### src/rtl/integral_rect_reader.sv
// Haar rectangle-sum reader: fetches up to four integral-image corners over a
// 1-cycle-latency read port and returns D - B - C + A with a fixed 6-cycle latency.
module integral_rect_reader #(
  parameter int IMG_W   = 20,
  parameter int IMG_H   = 20,
  parameter int DATA_W  = 32,
  parameter int ADDR_W  = 9,
  parameter int COORD_W = 5
) (
  input  logic               clk,
  input  logic               reset,
  input  logic               img_ready,
  input  logic               req_valid,
  output logic               req_ready,
  input  logic [COORD_W-1:0] req_x,
  input  logic [COORD_W-1:0] req_y,
  input  logic [COORD_W-1:0] req_w,
  input  logic [COORD_W-1:0] req_h,
  output logic               rd_en,
  output logic [ADDR_W-1:0]  rd_addr,
  input  logic [DATA_W-1:0]  rd_data,
  output logic               res_valid,
  input  logic               res_ready,
  output logic [DATA_W-1:0]  res_sum,
  output logic               res_err,
  output logic [15:0]        query_cnt
);

  localparam logic [2:0] S_IDLE   = 3'd0;
  localparam logic [2:0] S_RD_D   = 3'd1;
  localparam logic [2:0] S_RD_B   = 3'd2;
  localparam logic [2:0] S_RD_C   = 3'd3;
  localparam logic [2:0] S_RD_A   = 3'd4;
  localparam logic [2:0] S_CAP    = 3'd5;
  localparam logic [2:0] S_RESULT = 3'd6;

  localparam logic [COORD_W:0] ONE   = (COORD_W+1)'(1);
  localparam logic [COORD_W:0] LIM_X = (COORD_W+1)'(IMG_W);
  localparam logic [COORD_W:0] LIM_Y = (COORD_W+1)'(IMG_H);

  logic [2:0]         state;
  logic [COORD_W-1:0] x_q, y_q, w_q, h_q;
  logic               stale;
  logic               term_en;
  logic               term_sub;
  logic [DATA_W-1:0]  acc;

  logic [COORD_W:0]   x_end, y_end, col_r, row_b, col_l, row_t;
  logic               req_ok, need_top, need_left;

  // Extent sums use one extra bit so X+W and Y+H can never wrap.
  assign x_end     = {1'b0, x_q} + {1'b0, w_q};
  assign y_end     = {1'b0, y_q} + {1'b0, h_q};
  assign col_r     = x_end - ONE;
  assign row_b     = y_end - ONE;
  assign col_l     = {1'b0, x_q} - ONE;
  assign row_t     = {1'b0, y_q} - ONE;
  assign need_top  = (y_q != '0);
  assign need_left = (x_q != '0);
  assign req_ok    = (w_q != '0) && (h_q != '0) && (x_end <= LIM_X) && (y_end <= LIM_Y);

  function automatic logic [ADDR_W-1:0] addr_of(input logic [COORD_W:0] r,
                                                input logic [COORD_W:0] c);
    return ADDR_W'(r) * ADDR_W'(IMG_W) + ADDR_W'(c);
  endfunction

  assign req_ready = !reset && (state == S_IDLE) && img_ready;
  assign res_valid = !reset && (state == S_RESULT);
  assign res_sum   = res_valid ? acc : '0;
  assign res_err   = res_valid && (!req_ok || stale);

  // Corner reads: each RD state owns one slot, skipped corners leave the port idle.
  always_comb begin
    rd_en   = 1'b0;
    rd_addr = '0;
    if (!reset && req_ok) begin
      case (state)
        S_RD_D: begin
          rd_en   = 1'b1;
          rd_addr = addr_of(row_b, col_r);
        end
        S_RD_B: if (need_top) begin
          rd_en   = 1'b1;
          rd_addr = addr_of(row_t, col_r);
        end
        S_RD_C: if (need_left) begin
          rd_en   = 1'b1;
          rd_addr = addr_of(row_b, col_l);
        end
        S_RD_A: if (need_top && need_left) begin
          rd_en   = 1'b1;
          rd_addr = addr_of(row_t, col_l);
        end
        default: ;
      endcase
    end
  end

  // term_sub marks the B and C words, which arrive during RD_C and RD_A.
  always_ff @(posedge clk) begin
    if (reset) begin
      state     <= S_IDLE;
      x_q       <= '0;
      y_q       <= '0;
      w_q       <= '0;
      h_q       <= '0;
      stale     <= 1'b0;
      term_en   <= 1'b0;
      term_sub  <= 1'b0;
      acc       <= '0;
      query_cnt <= '0;
    end else begin
      term_en  <= rd_en;
      term_sub <= (state == S_RD_B) || (state == S_RD_C);
      if (term_en)
        acc <= term_sub ? acc - rd_data : acc + rd_data;
      case (state)
        S_IDLE: begin
          if (req_valid && req_ready) begin
            x_q   <= req_x;
            y_q   <= req_y;
            w_q   <= req_w;
            h_q   <= req_h;
            acc   <= '0;
            stale <= 1'b0;
            state <= S_RD_D;
          end
        end
        S_RD_D, S_RD_B, S_RD_C, S_RD_A, S_CAP: begin
          if (!img_ready)
            stale <= 1'b1;
          state <= state + 3'd1;
        end
        S_RESULT: begin
          if (res_ready) begin
            state <= S_IDLE;
            if (query_cnt != 16'hFFFF)
              query_cnt <= query_cnt + 16'd1;
          end
        end
        default: state <= S_IDLE;
      endcase
    end
  end

endmodule

### config.mk
export PLATFORM = sky130hd
export DESIGN_NAME = integral_rect_reader
export DESIGN_NICKNAME = d
export VERILOG_FILES = /design/src/rtl/integral_rect_reader.sv
export SDC_FILE = /design/constraint.sdc
export NUM_CORES = 1
export LEC_CHECK = 0
export CAP_MARGIN = 0
export CELL_PAD_IN_SITES_DETAIL_PLACEMENT = 1
export CELL_PAD_IN_SITES_GLOBAL_PLACEMENT = 1
export CORE_UTILIZATION = 40
export CTS_CLUSTER_SIZE = 10
export DETAILED_ROUTE_END_ITERATION = 12
export GPL_TIMING_DRIVEN = 0
export PLACE_DENSITY = 0.79
export SLEW_MARGIN = 20
export SYNTH_ARGS = -nofsm -noshare
export SYNTH_HDL_FRONTEND = slang
export SYNTH_SLANG_ARGS = --single-unit
### constraint.sdc
create_clock -name clk -period 6.53 [get_ports clk]
set_input_delay 0.9795 -clock clk [delete_from_list [all_inputs] [get_ports clk]]
set_output_delay 0.9795 -clock clk [all_outputs]
set_load 0.01 [all_outputs]
==> impl_metrics.json <==
{
  "worstPathArrival_ns": 6.40,
  "cap_violations": 0,
  "ys_types": 62,
  "p_clk_frac": 0.287,
  "p_per_area_nw_per_um2": 212.1,
  "drt-initial-drc-count": 276,
  "skew_ns": 0.007836,
  "grt_util_all_layers": 0.2464,
  "finalCritPeriodShare": 0.9438,
  "routed_wl_um": 22620,
  "worstSkewPairLatency_ns": 0.35,
  "criticalPathCategory": "in -> reg",
  "fmax_mhz": 162.3,
  "antenna_left": 0,
  "pwr-share-seq": 0.245,
  "overflow": 0,
  "die_h_um": 136.7,
  "core_area_um2": 17540,
  "cts_buffers": 9,
  "hold_start": "acc[17]$_SDFF_PP0_",
  "yosys_warnings": 0,
  "p_sw_frac": 0.3763,
  "p_sw_uw": 721.0,
  "finalPower_mw": 1.916,
  "area_growth_pct": 24.38,
  "num-fill-cells": 2208,
  "detail_route.wl_per_cell_um": 17.57,
  "final_area_um2": 9032,
  "tightestPinTransition_ns": 0.9497,
  "crit_family": "simple AND/OR/NAND/NOR gates",
  "diodes": 0,
  "worst-path-max-fanout": 8,
  "critPathSlowestCell": "nor4_1",
  "outcome": "complete, no violations",
  "finalMaxSlewViolations": 0,
  "grt_setup_unrepaired": "false",
  "grt_most_used_layer": "met2",
  "synth.avg_cell_area_um2": 7.809,
  "root_buffer": "clkbuf_16",
  "crit_chain": "clkdlybuf4s50_1 > or4_4 > or4_4 > nor4_1 > nand2_1 > nor2_1 > a21oi_1 > xnor2_1 > ha_1 > clkbuf_1 > a21oi_1 > o221ai_1 > a211o_1 > a221oi_1 > o31ai_1 > xnor2_1 > nand2_1 > xor2_1 > nor2_1",
  "cts_resized": 0,
  "leakage_nw": 3.639,
  "synth-seq-cells": 74,
  "clkSinkCount": 74,
  "nets": 1208,
  "cpPeakStageDelay_ns": 0.69,
  "cp-startpoint": "rd_data[6]",
  "htree_levels": 3,
  "clk_pin_slew_worst_paths_ns": 0.07,
  "ctsHoldBuffers": 0,
  "slew_headroom": 0.3653,
  "hold_class": "reg -> reg",
  "synth_flop_cell": "dfxtp_1",
  "cts_tree": "done",
  "initial_core_util": 0.4141,
  "synth_fp_nets": 1080,
  "crit_path_end_kind": "register",
  "port-buffer-count": 117,
  "timing.hold.ws_ns": 0.4824,
  "die_x_um": 136.7,
  "ir_drop_mv": 0.1323,
  "synth_area_leaders": "dfxtp_1, ha_1, xnor2_1",
  "met1_usage": 0.3098,
  "synth_edf_count": 0,
  "pin_count": 118,
  "intPower_mw": 1.195,
  "grt_use_met3": 0.03111,
  "antenna_found_initial": 0,
  "min_period_ns": 6.163,
  "hpwl_um": 18140,
  "ys_seq_area_frac": 0.2040,
  "comb_power_share": 0.468,
  "placed_cell_area_um2": 8715,
  "instances_no_fill": 1287,
  "report.final.setup_viol": 0,
  "yosysTopAreaCellShare": 0.2040,
  "dr.pass1.iters": 5,
  "cp_num_buf_inv": 2,
  "gp_congestion": 0.8166,
  "critPathRequiredTime_ns": 6.77,
  "synthArstFlopShare": 0,
  "grt_max_degree": 14,
  "post_cts_buffers": 0,
  "postSynthCellCount": 930,
  "dp_cells": 1272,
  "vias_per_cell": 5.494,
  "hold_violations": 0,
  "start_kind": "primary input",
  "synth_top_cell_by_area": "dfxtp_1",
  "r2r-start": "term_sub$_SDFF_PP0_",
  "netlist_area_um2": 7262,
  "met2_usage": 0.4368,
  "setup_tns_ns": 0,
  "drc": 0,
  "clock_path_buffers": 2,
  "grt_pass1_wl_um": 36180,
  "num_rows": 48,
  "grt_pass1_vias": 7289,
  "vias": 7071,
  "drive_above_1_share": 0.02825,
  "die_area_um2": 18700
}
==> worst register-to-register path: stages (launching register included) <==
cell	delay, ns
dfxtp_1	0.43
buf_1	0.53
mux2_2	0.43
fa_1	0.44
nor2b_1	0.21
o2111ai_1	0.18
a21oi_1	0.32
nor2_1	0.14
o21a_1	0.24
o21ai_0	0.52
a41oi_1	0.22
mux2i_1	0.16
a311o_1	0.33
==> cells in the final DEF, fill, tap and decap left out, types with 27 or more instances in the layout <==
cell	Yosys	final
a21oi_1	74	74
inv_1	33	33
a21o_1	27	27
ha_1	84	84
nor2_1	106	106
xor2_1	38	38
nand2_1	95	95
dfxtp_1	74	74
xnor2_1	68	68
clkdlybuf4s50_1	0	117
and2_1	36	36
==> registers in the layout (all words and copies together), names as in the netlist <==
register   count
term_sub       1
h_q            5
w_q            5
query_cnt     16
state          3
y_q            5
x_q            5
acc           32
term_en        1
stale          1
==> per-stage QoR <==
stage / util / worst slack (ns)
after floorplan: - / 1.618
after global placement: 0.4969 / 0.1533
after detailed placement: 0.4969 / 0.04891
after CTS: 0.5150 / 0.3581
after global routing: 0.5151 / 0.1336
final: 0.5151 / 0.3668
==> cell families after synthesis <==
logic type	count (synthesis)	share of synthesized area
flip-flops	74	0.2040
AO/OA/AOI/OAI	212	0.1897
XOR/XNOR	106	0.1278
multiplexers	22	0.03067
adder cells (fa/ha/maj)	93	0.1695
buffers and inverters	66	0.03670
AND/OR/NAND/NOR	357	0.2416
==> final cells by class <==
class / instances / area [um2] / share of cell area
repair buffers: 117 / 1171 / 0.1297
plain buffers: 33 / 142.6 / 0.01579
clock inverters: 6 / 91.34 / 0.01011
well taps: 225 / 281.5 / 0.03117
multi-input cells: 790 / 5515 / 0.6106
inverters: 33 / 123.9 / 0.01371
flip-flops and latches: 74 / 1481 / 0.1640
clock buffers: 9 / 225.2 / 0.02493
==> power groups by stage <==
stage               Sequential [mW]  Clock [mW]  Combinational (mW)
floorplan                     0.476           0               0.670
global placement              0.479           0               0.845
detailed placement            0.480           0               0.887
CTS                           0.470       0.559               0.894
global route                  0.471       0.575               0.990
finish                        0.470       0.550               0.896
==> worst paths after layout <==
kind / endpoint / slack [ns] / cells past startpoint
setup / recovery: acc[31]$_SDFF_PP0_ / 0.37 / 19
hold / removal: acc[17]$_SDFF_PP0_ / 0.48 / 2
setup reg to reg: acc[24]$_SDFF_PP0_ / 2.26 / 12
hold reg to reg: acc[17]$_SDFF_PP0_ / 0.48 / 2
==> routing by layer <==
metal / wire length (um) / vias to the layer above / part of all wire
met5: 0 / - / 0
met4: 399 / 0 / 0.018
met3: 672 / 24 / 0.030
met2: 10930 / 120 / 0.48
met1: 10620 / 3374 / 0.47
li1: - / 3553 / -
==> cells in the mapped netlist, types with 23 or more instances <==
cell type  count
xnor2_1       68
a21o_1        27
nor2_1       106
clkbuf_1      23
ha_1          84
dfxtp_1       74
nor3_1        24
and2_1        36
xor2_1        38
inv_1         33
a21oi_1       74
o21ai_0       26
nand2_1       95
Note: power is estimated with default switching activity, not from simulation.
